$ cat src/rtl/mux4_seq_pkg.sv
`default_nettype none
// ============================================================================
//  Module      : mux4_seq_pkg
//  Description : Shared types, sizes and round-robin helper for the 4:1 mux
//                sequencer family.
//  Revision    : 1.0 - initial release
// ============================================================================
package mux4_seq_pkg;

    localparam int NUM_CH = 4;
    localparam int SEL_W  = 2;

    typedef enum logic [1:0] {
        IDLE    = 2'd0,
        SETTLE  = 2'd1,
        CAPTURE = 2'd2,
        WAIT    = 2'd3
    } state_t;

    // First set bit searching last+1, last+2, ... wrapping; returns last if none set.
    function automatic logic [SEL_W-1:0] rr_pick(input logic [NUM_CH-1:0] req,
                                                 input logic [SEL_W-1:0]  last);
        logic [SEL_W-1:0] idx;
        logic             found;
        rr_pick = last;
        found   = 1'b0;
        for (int i = 1; i <= NUM_CH; i++) begin
            idx = last + SEL_W'(i);
            if (!found && req[idx]) begin
                rr_pick = idx;
                found   = 1'b1;
            end
        end
    endfunction

endpackage
`default_nettype wire

$ cat src/rtl/mux4_rr_pick.sv
`default_nettype none
// ============================================================================
//  Module      : mux4_rr_pick
//  Description : Combinational 4-way round-robin priority picker.
//                MUX4_SEQ_CH0_PRIORITY_EN gives channel 0 absolute priority,
//                with channels 1-3 rotating among themselves.
//  Revision    : 1.0 - initial release
// ============================================================================
module mux4_rr_pick
    import mux4_seq_pkg::*;
(
    input  logic [NUM_CH-1:0] req,
    input  logic [SEL_W-1:0]  last,
    output logic [SEL_W-1:0]  ch,
    output logic              any
);

`ifdef MUX4_SEQ_CH0_PRIORITY_EN
    localparam logic [NUM_CH-1:0] c_upper_mask = {{(NUM_CH-1){1'b1}}, 1'b0};

    always_comb begin
        ch = '0;
        if (!req[0]) begin
            ch = rr_pick(req & c_upper_mask, last);
        end
    end
`else
    always_comb begin
        ch = rr_pick(req, last);
    end
`endif

    assign any = |req;

endmodule
`default_nettype wire

$ cat src/rtl/mux4_rr_sequencer.sv
`default_nettype none
// ============================================================================
//  Module      : mux4_rr_sequencer
//  Description : Round-robin scan of four requests driving 4:1 mux selects,
//                settle-then-capture of mux_out, valid/ready result with ack.
//                Optional macro: MUX4_SEQ_CH0_PRIORITY_EN (channel 0 priority).
//  Revision    : 1.0 - initial release
// ============================================================================
module mux4_rr_sequencer
    import mux4_seq_pkg::*;
#(
    parameter int SETTLE_CYCLES = 1,
    parameter int CNT_W         = 4
) (
    input  logic              clk,
    input  logic              rst,
    input  logic [NUM_CH-1:0] req,
    input  logic              mux_out,
    output logic              s1,
    output logic              s0,
    output logic [NUM_CH-1:0] ack,
    output logic              out_data,
    output logic [SEL_W-1:0]  out_ch,
    output logic              out_valid,
    input  logic              out_ready
);

    localparam logic [CNT_W-1:0]  c_settle_last = CNT_W'(SETTLE_CYCLES - 1);
    localparam logic [NUM_CH-1:0] c_one_hot0    = {{(NUM_CH-1){1'b0}}, 1'b1};

    state_t             r_state, w_state_nxt;
    logic [CNT_W-1:0]   r_cnt, w_cnt_nxt;
    logic [SEL_W-1:0]   r_last, w_last_nxt;
    logic [SEL_W-1:0]   r_sel, w_sel_nxt;
    logic [SEL_W-1:0]   r_ch, w_ch_nxt;
    logic               r_data, w_data_nxt;
    logic               r_valid, w_valid_nxt;
    logic [NUM_CH-1:0]  r_ack, w_ack_nxt;
    logic [SEL_W-1:0]   w_pick_ch;
    logic               w_pick_any;

    mux4_rr_pick u_pick (
        .req  (req),
        .last (r_last),
        .ch   (w_pick_ch),
        .any  (w_pick_any)
    );

    always_ff @(posedge clk) begin
        if (rst) begin
            r_state <= IDLE;
            r_cnt   <= '0;
            r_last  <= SEL_W'(NUM_CH - 1);
            r_sel   <= '0;
            r_ch    <= '0;
            r_data  <= 1'b0;
            r_valid <= 1'b0;
            r_ack   <= '0;
        end else begin
            r_state <= w_state_nxt;
            r_cnt   <= w_cnt_nxt;
            r_last  <= w_last_nxt;
            r_sel   <= w_sel_nxt;
            r_ch    <= w_ch_nxt;
            r_data  <= w_data_nxt;
            r_valid <= w_valid_nxt;
            r_ack   <= w_ack_nxt;
        end
    end

    always_comb begin
        w_state_nxt = r_state;
        w_cnt_nxt   = r_cnt;
        w_last_nxt  = r_last;
        w_sel_nxt   = r_sel;
        w_ch_nxt    = r_ch;
        w_data_nxt  = r_data;
        w_valid_nxt = r_valid;
        w_ack_nxt   = '0;
        case (r_state)
            IDLE: begin
                if (w_pick_any) begin
                    w_sel_nxt   = w_pick_ch;
                    w_cnt_nxt   = '0;
                    w_state_nxt = SETTLE;
                end
            end
            SETTLE: begin
                w_cnt_nxt = r_cnt + CNT_W'(1);
                // A withdrawn request abandons the slot without touching fairness state.
                if (!req[r_sel]) begin
                    w_state_nxt = IDLE;
                end else if (r_cnt == c_settle_last) begin
                    w_state_nxt = CAPTURE;
                end
            end
            CAPTURE: begin
                w_data_nxt  = mux_out;
                w_ch_nxt    = r_sel;
                w_valid_nxt = 1'b1;
                w_ack_nxt   = c_one_hot0 << r_sel;
                w_last_nxt  = r_sel;
                w_state_nxt = WAIT;
            end
            WAIT: begin
                if (r_valid && out_ready) begin
                    w_valid_nxt = 1'b0;
                    w_state_nxt = IDLE;
                end
            end
            default: begin
                w_state_nxt = IDLE;
            end
        endcase
    end

    assign s1        = r_sel[1];
    assign s0        = r_sel[0];
    assign ack       = r_ack;
    assign out_data  = r_data;
    assign out_ch    = r_ch;
    assign out_valid = r_valid;

endmodule
`default_nettype wire

$ cat config.mk
export PLATFORM = sky130hd
export DESIGN_NAME = mux4_rr_sequencer
export DESIGN_NICKNAME = d
export VERILOG_FILES = /design/src/rtl/mux4_seq_pkg.sv /design/src/rtl/mux4_rr_pick.sv /design/src/rtl/mux4_rr_sequencer.sv
export SDC_FILE = /design/constraint.sdc
export NUM_CORES = 1
export LEC_CHECK = 0
export ABC_CLOCK_PERIOD_IN_PS = 1500
export CAP_MARGIN = 15
export CELL_PAD_IN_SITES_DETAIL_PLACEMENT = 0
export CELL_PAD_IN_SITES_GLOBAL_PLACEMENT = 1
export CORE_MARGIN = 8
export CORE_UTILIZATION = 35
export DETAILED_ROUTE_END_ITERATION = 10
export GPL_TIMING_DRIVEN = 0
export HOLD_SLACK_MARGIN = 0.05
export PLACE_DENSITY_LB_ADDON = 0.08
export SLEW_MARGIN = 10
export SYNTH_ARGS = -nofsm -noshare
export SYNTH_HDL_FRONTEND = slang
export SYNTH_SLANG_ARGS = --single-unit
$ cat constraint.sdc
create_clock -name clk -period 1.5 [get_ports clk]
set_input_delay 0.15 -clock clk [delete_from_list [all_inputs] [get_ports clk]]
set_output_delay 0.15 -clock clk [all_outputs]
set_load 0.005 [all_outputs]
==> qor.csv, run 1 <==
metric;value;unit
worst hold path class;in -> reg;
Initial Util;0.368;
number of setup buffers added after CTS;0;
placed cells;139;
final instance area;1050;sq um
GP Congestion;0.730;
Yosys cell types;30;
# setup viols final;0;
PwrDens;1030;nW/um^2
WP data required;1.70;ns
ANT nets after route;0;
VDD IR max;0.000699;V
Pwr Total;1.08;mW
clock latency on the worst-skew pair;0.29;ns
crit share post-route;0.934;
Overall Global Routing Usage;0.0971;
vias per cell;5.08;
P_int;0.776;mW
final instance count without filler cells;143;
Overflow after GRT;0;
CTS tree;done;
Max Cap Violations;0;
row count;17;
Placed Area;1010;sq um
initial antenna violation count;0;
P_sw;0.302;mW
register area;363;sq um
Top Ports;18;
commonest non-fill, non-tap cells in the layout;nand2_1, dfxtp_1, clkdlybuf4s50_1;
initial detailed-routing violation count;23;
Cell Area, Synth;813;sq um
r2r setup slk;0.12;ns
Post-synth EDFFs;0;
Syn Nets;105;
core region area;2210;sq um
Area growth, synth to finish;29.1;%
clk sink count;18;
Hold Slack;0.278;ns
Num CTS Buffers;3;
Seq/Total Area, Yosys;0.443;
IO Port Bufs;16;
clock slew at reported path FFs;0.10;ns
DR pass1 iterations;4;
Clock Tree Buf Depth;2;
synthesis-stage register bit count;18;
# fillers;233;
DP HPWL;1.41;mm
Setup WS post-layout;0.0989;ns
Setup WS pre-CTS;-0.194;ns
startpoint types;primary input;
commonest non-fill, non-tap cell in the layout;nand2_1;
Worst-Margin Slew;0.445;ns
top_reg_cell synth;dfxtp_1;
switching portion of total power;0.280;
Pleak;0.384;nW
number of global-route vias before repair;718;
Syn. warnings;0;
Final Hold Viols;0;
power share of the clock group;0.274;
Crit path arrival time;1.60;ns
Die H;64.2;um
RSZ-0062 raised after global routing;no;
post-DR wirelength/cell;13.2;um
routed wire length;1.89;mm
crit end category;flop;
Cells after Synth;95;
fmax;714;MHz
Final min period;1.40;ns
final setup TNS;0;ns
kind of critical path;in -> reg;
root buf cell;clkbuf_4;
Hold-fix buffers, CTS;0;
die area;4120;sq um
status;completed;
first-pass GRT wire length;3.26;mm
Post-synth ARST share;0;
Core Util, Final;0.475;
Gate power share;0.209;
pins over their slew limit;0;
Total Nets Final;126;
Final Skew;0.00301;ns
crit path max fanout;4;
n_diodes;0;
syn avg cell area;8.56;sq um
Die X;64.2;um
DR vias;726;
largest net degree at the start of global routing;11;
multi-input logic area;422;sq um
# DRC;0;
share of cells above drive strength 1;0.0783;
H-tree depth;1;
Reg power frac;0.517;
relative slew slack;0.703;
area by class of cell:
cell class	instances	share of cell area
clock buffers	4	0.0346
well taps	28	0.0334
inverters	5	0.0179
multi-input cells	68	0.402
repair buffers	16	0.153
plain buffers	4	0.0143
flip-flops and latches	18	0.346
registers in the layout, indices dropped and copies added (netlist names), named ones only:
signal     cells
ack            4
r_cnt          4
out_ch         2
r_last         2
r_sel          2
out_data       1
out_valid      1
r_state        1
final timing paths:
| path | startpoint | cells past startpoint | endpoint |
|---|---|---|---|
| worst max-delay path | req[2] | 4 | r_sel[0]$_SDFFE_PP0P_ |
| worst min-delay path | rst | 2 | r_sel[0]$_SDFFE_PP0P_ |
| worst max register to register | r_sel[0]$_SDFFE_PP0P_ | 3 | flop |
| worst min register to register | out_data$_SDFFE_PP0P_ | 2 | out_data$_SDFFE_PP0P_ |
power by group through the flow:
stage                     Combinational [mW]  Sequential (mW)  Clock, mW
after floorplan                        0.140            0.557          0
after global placement                 0.226            0.566          0
after detailed placement               0.226            0.567          0
after CTS                              0.227            0.556      0.308
after global routing                   0.251            0.565      0.331
final                                  0.226            0.558      0.295
cell families after synthesis:
| family | after synthesis | synth area share |
|---|---|---|
| compound gates | 22 | 0.168 |
| xor+xnor | 1 | 0.0108 |
| fa+ha+maj | 2 | 0.0308 |
| buf+inv | 9 | 0.0415 |
| flops | 18 | 0.443 |
| mux | 1 | 0.0323 |
| simple gates | 42 | 0.274 |
Yosys cell counts, types with 2 or more instances:
| cell type | count | area share |
|---|---|---|
| nor4b_1 | 2 | 0.022 |
| nand2b_1 | 2 | 0.015 |
| o21ai_0 | 2 | 0.012 |
| inv_1 | 5 | 0.023 |
| ha_1 | 2 | 0.031 |
| nand3_1 | 3 | 0.018 |
| and4b_1 | 2 | 0.025 |
| a311oi_1 | 2 | 0.022 |
| nor2b_1 | 2 | 0.015 |
| dfxtp_1 | 18 | 0.44 |
| nor2_1 | 5 | 0.023 |
| nand2_1 | 17 | 0.078 |
| a21oi_1 | 12 | 0.074 |
| nor3_1 | 3 | 0.018 |
| clkbuf_1 | 3 | 0.014 |
worst max-delay path: stages:
cell             delay, ns
clkdlybuf4s50_1       0.46
or4_4                 0.57
and2_4                0.17
a311oi_1              0.25
timing repair:
item,in CTS,in global routing
cloned,0,0
resized for setup,1,2
setup endpoints to repair,1,4
per-layer routing:
metal / GRT usage / vias up / part of all wire
met3: 0.0366 / 2 / 0.031
met4: 0.0327 / 0 / 0.011
met5: 0 / - / 0
met1: 0.105 / 337 / 0.45
li1: - / 382 / -
met2: 0.171 / 5 / 0.51
Power figures use the tool's default switching activity.
==> inputs of run 2 (changes only) <==
--- a/config.mk
+++ b/config.mk
@@ -5,16 +5,17 @@
 export SDC_FILE = /design/constraint.sdc
 export NUM_CORES = 1
 export LEC_CHECK = 0
-export ABC_CLOCK_PERIOD_IN_PS = 1500
+export ABC_CLOCK_PERIOD_IN_PS = 1200
 export CAP_MARGIN = 15
 export CELL_PAD_IN_SITES_DETAIL_PLACEMENT = 0
 export CELL_PAD_IN_SITES_GLOBAL_PLACEMENT = 1
 export CORE_MARGIN = 8
-export CORE_UTILIZATION = 35
+export CORE_UTILIZATION = 32
 export DETAILED_ROUTE_END_ITERATION = 10
-export GPL_TIMING_DRIVEN = 0
+export GPL_TIMING_DRIVEN = 1
 export HOLD_SLACK_MARGIN = 0.05
 export PLACE_DENSITY_LB_ADDON = 0.08
+export RECOVER_POWER = 25
 export SLEW_MARGIN = 10
 export SYNTH_ARGS = -nofsm -noshare
 export SYNTH_HDL_FRONTEND = slang
==> constraint.sdc (replaced) <==
create_clock -name clk -period 1.2 [get_ports clk]
set_input_delay 0.12 -clock clk [delete_from_list [all_inputs] [get_ports clk]]
set_output_delay 0.12 -clock clk [all_outputs]
set_load 0.005 [all_outputs]
==> qor.csv, run 2 (synthesized netlist as in run 1, its figures left out) <==
metric;value;unit;change
Pleak;0.518;nW;was 0.384 nW
Die X;66.4;um;was 64.2 um
commonest non-fill, non-tap cells in the layout;nand2_1, buf_4, a21oi_1, dlygate4sd2_1, dfxtp_2;;was nand2_1, dfxtp_1, clkdlybuf4s50_1
ANT nets after route;0;;unchanged
n_diodes;0;;unchanged
# DRC;0;;unchanged
die area;4410;sq um;was 4120 sq um
Total Nets Final;138;;was 126
critical path startpoint;r_sel[0]$_SDFFE_PP0P_;;was req[2]
Final min period;1.23;ns;
Num CTS Buffers;3;;unchanged
DR vias;752;;was 726
initial antenna violation count;0;;unchanged
Overflow after GRT;0;;unchanged
r2r setup slk;-0.03;ns;was 0.12 ns
GP Congestion;0.837;;was 0.730
crit end category;flop;;unchanged
final instance count without filler cells;157;;was 143
largest net degree at the start of global routing;11;;unchanged
CTS tree;done;;unchanged
RSZ-0062 raised after global routing;yes;;was no
Initial Util;0.334;;was 0.368
Hold-fix buffers, CTS;0;;unchanged
Worst R2R Path Depth;3;;unchanged
Worst-Margin Slew;0.259;ns;was 0.445 ns
worst path bufs/invs;0;;was 1
share of cells above drive strength 1;0.315;;was 0.0783
root buf cell;clkbuf_4;;unchanged
startpoint types;flop;;was primary input
failing checks;negative setup slack;;
vias per cell;4.79;;was 5.08
CP max stage delay;0.52;ns;was 0.57 ns
VDD IR max;0.000657;V;was 0.000699 V
Hold Path Depth;5;;was 2
Overall Global Routing Usage;0.0935;;was 0.0971
IO Port Bufs;17;;was 16
kind of critical path;reg -> reg;;was in -> reg
WP data required;1.39;ns;was 1.70 ns
placed cells;151;;was 139
clock slew at reported path FFs;0.11;ns;was 0.10 ns
routed wire length;1.91;mm;was 1.89 mm
commonest non-fill, non-tap cell in the layout;nand2_1;;unchanged
worst path cell trace;mux4_2 > a32oi_1 > nor2_1;;was clkdlybuf4s50_1 > or4_4 > and2_4 > a311oi_1
Hold Slack;0.337;ns;was 0.278 ns
delay-heaviest family, CP;multiplexers;;was simple AND/OR/NAND/NOR gates
crit share post-route;1.02;;
core region area;2430;sq um;was 2210 sq um
slowest CP cell;mux4_2;;was or4_4
worst r2r src;r_sel[0]$_SDFFE_PP0P_;;unchanged
Final Hold Viols;0;;unchanged
Max Cap Violations;0;;unchanged
crit path max fanout;2;;was 4
PwrDens;1200;nW/um^2;was 1030 nW/um^2
Crit path arrival time;1.42;ns;was 1.60 ns
relative slew slack;0.827;;was 0.703
Clock Tree Buf Depth;2;;unchanged
number of global-route vias before repair;758;;was 718
post-DR wirelength/cell;12.1;um;was 13.2 um
row count;18;;was 17
Crit path depth;3;;was 4
worst hold path class;in -> reg;;unchanged
clock latency on the worst-skew pair;0.29;ns;about the same
status;finished with violations;;was completed
Die H;66.4;um;was 64.2 um
DR pass1 iterations;4;;unchanged
DP HPWL;1.48;mm;was 1.41 mm
Setup WS post-layout;-0.0283;ns;was 0.0989 ns
fmax;814;MHz;
H-tree depth;1;;unchanged
clk sink count;18;;unchanged
first-pass GRT wire length;3.33;mm;was 3.26 mm
initial detailed-routing violation count;22;;was 23
# setup viols final;1;;was 0
Top Ports;18;;unchanged
Area growth, synth to finish;46.8;%;was 29.1%
pins over their slew limit;0;;unchanged
Final Skew;0.00522;ns;was 0.00301 ns
-- run 2: routing by layer --
layer / vias to the layer above / track usage / part of all wire
met1: 336 / 0.121 / 0.49
met5: - / 0 / 0
met3: 2 / 0.0271 / 0.046
li1: 401 / - / -
met2: 13 / 0.140 / 0.45
met4: 0 / 0.0400 / 0.0068
-- run 2: tightest hold or removal path: cells and delay by family --
kind	cells	cell delay, ns
AOI/OAI and AO/OA	1	0.06
and+or+nand+nor	3	0.28
buffers and inverters	1	0.13
-- run 2: how the worst min path moves through the flow --
| stage | startpoint | endpoint | slack, ns |
|---|---|---|---|
| floorplan | mux_out | out_data$_SDFFE_PP0P_ | 0.26 |
| global placement | out_ch[0]$_SDFFE_PP0P_ | out_ch[0]$_SDFFE_PP0P_ | 0.44 |
| detailed placement | out_ch[0]$_SDFFE_PP0P_ | out_ch[0]$_SDFFE_PP0P_ | 0.45 |
| CTS | mux_out | out_data$_SDFFE_PP0P_ | 0.36 |
| global route | mux_out | out_data$_SDFFE_PP0P_ | 0.36 |
| finish | req[1] | r_sel[1]$_SDFFE_PP0P_ | 0.34 |
-- run 2: cell type report --
| cell class | instances | area [sq um] |
|---|---|---|
| fillers | 262 | 1240 |
| multi-input cells | 68 | 459 |
| flip-flops and latches | 18 | 375 |
| repair buffers | 32 | 267 |
| well taps | 30 | 37.5 |
| clock buffers | 4 | 36.3 |
| inverters | 5 | 18.8 |
-- run 2: stage by stage --
stage	worst slack [ns]	setup TNS [ns]	instance area (sq um)	util	power, mW
after floorplan	-0.00957	-0.00957	813	-	0.876
after global placement	-0.404	-2.83	1100	0.454	1.04
after detailed placement	-0.443	-3.01	1100	0.454	1.04
after CTS	-0.0218	-0.0218	1150	0.472	1.42
after global routing	-0.0701	-0.157	1190	0.491	1.53
final	-0.0283	-0.0283	1190	0.491	1.43
-- run 2: repair_timing --
action / in CTS / in global routing
pin swaps: 2 / 3
setup endpoints to repair: 19 / 9
setup buffers: 2 / 0
gates cloned: 0 / 0
resized for setup: 21 / 14
-- run 2: where the power goes --
| part | switching [mW] | total, mW | internal (mW) |
|---|---|---|---|
| sequential | 0.0443 | 0.692 | 0.648 |
| clock | 0.184 | 0.369 | 0.185 |
| combinational | 0.169 | 0.366 | 0.197 |
==> inputs of run 3 (changes only) <==
--- a/config.mk
+++ b/config.mk
@@ -11,11 +11,13 @@
 export CELL_PAD_IN_SITES_GLOBAL_PLACEMENT = 1
 export CORE_MARGIN = 8
 export CORE_UTILIZATION = 32
+export CTS_CLUSTER_SIZE = 10
 export DETAILED_ROUTE_END_ITERATION = 10
-export GPL_TIMING_DRIVEN = 1
+export GPL_TIMING_DRIVEN = 0
 export HOLD_SLACK_MARGIN = 0.05
 export PLACE_DENSITY_LB_ADDON = 0.08
 export RECOVER_POWER = 25
+export SKIP_LAST_GASP = 1
 export SLEW_MARGIN = 10
 export SYNTH_ARGS = -nofsm -noshare
 export SYNTH_HDL_FRONTEND = slang
==> qor.csv, run 3 (synthesized netlist as in run 1, its figures left out) <==
metric;value;unit;change
status;finished with violations;;unchanged
failing checks;negative setup slack;;unchanged
fmax;768;MHz;was 814 MHz
ANT nets after route;0;;unchanged
Worst-Margin Slew;0.534;ns;was 0.259 ns
worst hold path class;in -> reg;;unchanged
post-DR wirelength/cell;13.3;um;was 12.1 um
Die H;66.4;um;unchanged
Final min period;1.30;ns;was 1.23 ns
commonest non-fill, non-tap cells in the layout;nand2_1, dlygate4sd2_1, a21oi_1;;was nand2_1, buf_4, a21oi_1, dlygate4sd2_1, dfxtp_2
startpoint types;flop;;unchanged
Placed Area;1010;sq um;was 1100 sq um
CTS tree;done;;unchanged
Die X;66.4;um;unchanged
Final Hold Viols;0;;unchanged
Initial Util;0.334;;unchanged
PwrDens;1250;nW/um^2;was 1200 nW/um^2
number of global-route vias before repair;743;;was 758
kind of critical path;reg -> reg;;unchanged
DR pass1 iterations;3;;was 4
Crit path arrival time;1.48;ns;was 1.42 ns
Hold Path Depth;2;;was 5
vias per cell;4.99;;was 4.79
root buf cell;clkbuf_4;;unchanged
relative slew slack;0.644;;was 0.827
Total Nets Final;132;;was 138
core region area;2430;sq um;unchanged
Pwr Total;1.42;mW;was 1.43 mW
Worst R2R Path Depth;3;;unchanged
VDD IR max;0.000640;V;was 0.000657 V
Overflow after GRT;0;;unchanged
pins over their slew limit;0;;unchanged
Final Skew;0.00512;ns;was 0.00522 ns
initial antenna violation count;0;;unchanged
Hold-fix buffers, CTS;0;;unchanged
first-pass GRT wire length;3.38;mm;was 3.33 mm
clock latency on the worst-skew pair;0.30;ns;was 0.29 ns
Max Cap Violations;0;;unchanged
DP HPWL;1.39;mm;was 1.48 mm
commonest non-fill, non-tap cell in the layout;nand2_1;;unchanged
crit end category;flop;;unchanged
H-tree depth;1;;unchanged
Num CTS Buffers;3;;unchanged
RSZ-0062 raised after global routing;yes;;unchanged
CP max stage delay;0.52;ns;about the same
critical path startpoint;r_sel[0]$_SDFFE_PP0P_;;unchanged
Setup WS post-layout;-0.101;ns;was -0.0283 ns
final instance area;1140;sq um;was 1190 sq um
Overall Global Routing Usage;0.0987;;was 0.0935
Top Ports;18;;unchanged
Area growth, synth to finish;40.2;%;was 46.8%
crit path max fanout;3;;was 2
Clock Tree Buf Depth;2;;unchanged
worst r2r src;r_sel[0]$_SDFFE_PP0P_;;unchanged
clock slew at reported path FFs;0.11;ns;about the same
clk sink count;18;;unchanged
Pleak;0.478;nW;was 0.518 nW
die area;4410;sq um;unchanged
n_diodes;0;;unchanged
GP Congestion;0.745;;was 0.837
routed wire length;2.01;mm;was 1.91 mm
WP data required;1.38;ns;was 1.39 ns
DR vias;753;;was 752
worst path cell trace;mux4_2 > a32oi_1 > nor2_1;;unchanged
largest net degree at the start of global routing;11;;unchanged
slowest CP cell;mux4_2;;unchanged
final instance count without filler cells;151;;was 157
placed cells;141;;was 151
r2r setup slk;-0.10;ns;was -0.03 ns
crit share post-route;1.08;;was 1.02
hold_sp;rst;;was req[1]
# DRC;0;;unchanged
share of cells above drive strength 1;0.256;;was 0.315
row count;18;;unchanged
# setup viols final;2;;was 1
initial detailed-routing violation count;32;;was 22
IO Port Bufs;16;;was 17
==> run 3: cell count changes in the layout (fill, tap and decap cells not counted), sizes merged <==
cell,previous run,this run
dlymetal6s2s,1,0
clkdlybuf4s15,1,0
buf,14,9
clkdlybuf4s25,0,1
dlygate4sd2,12,13
clkdlybuf4s50,3,2
==> run 3: worst paths after layout <==
path                             endpoint
setup / recovery                     flop
hold / removal    r_state[0]$_SDFFE_PP0P_
setup reg to reg                     flop
hold reg to reg    out_ch[0]$_SDFFE_PP0P_
==> run 3: worst max-delay path: cells and delay by family (launching register included) <==
family,cells,cell delay (ns)
mux,1,0.52
flops,1,0.37
compound gates,1,0.23
simple gates,1,0.06
==> run 3: metrics by stage <==
step	setup WS [ns]	util	hold slack [ns]	setup TNS [ns]
2_1_floorplan	-0.00957	-	0.256	-0.00957
3_3_place_gp	-0.463	0.416	0.446	-3.72
3_5_place_dp	-0.451	0.416	0.450	-3.62
4_1_cts	-0.0756	0.454	0.225	-0.167
5_1_grt	-0.114	0.469	0.286	-0.170
6_report	-0.101	0.469	0.250	-0.107
==> run 3: area by class of cell <==
cell class              instances  area, sq um
inverters                       5         18.8
clock buffers                   4         36.3
multi-input cells              68          458
plain buffers                   2         7.51
flip-flops and latches         18          378
repair buffers                 24          204
well taps                      30         37.5
fillers                       256         1290
==> run 3: routing by layer <==
layer | wire length, um | up-vias | track usage | part of all wire
li1 | - | 389 | - | -
met1 | 932 | 347 | 0.119 | 0.46
met2 | 955 | 13 | 0.151 | 0.47
met3 | 99 | 4 | 0.0356 | 0.049
met4 | 24 | 0 | 0.0480 | 0.012
met5 | 0 | - | 0 | 0
==> run 3: repair_timing <==
action                                  CTS  global route
gates resized for setup                  26             9
buffers inserted                          6             2
endpoints found under the setup margin   28            15
pin swaps                                 1             7
==> run 3: where the power goes <==
group / internal [mW] / switching (mW)
clock network: 0.185 / 0.191
logic: 0.185 / 0.168
registers: 0.648 / 0.0473
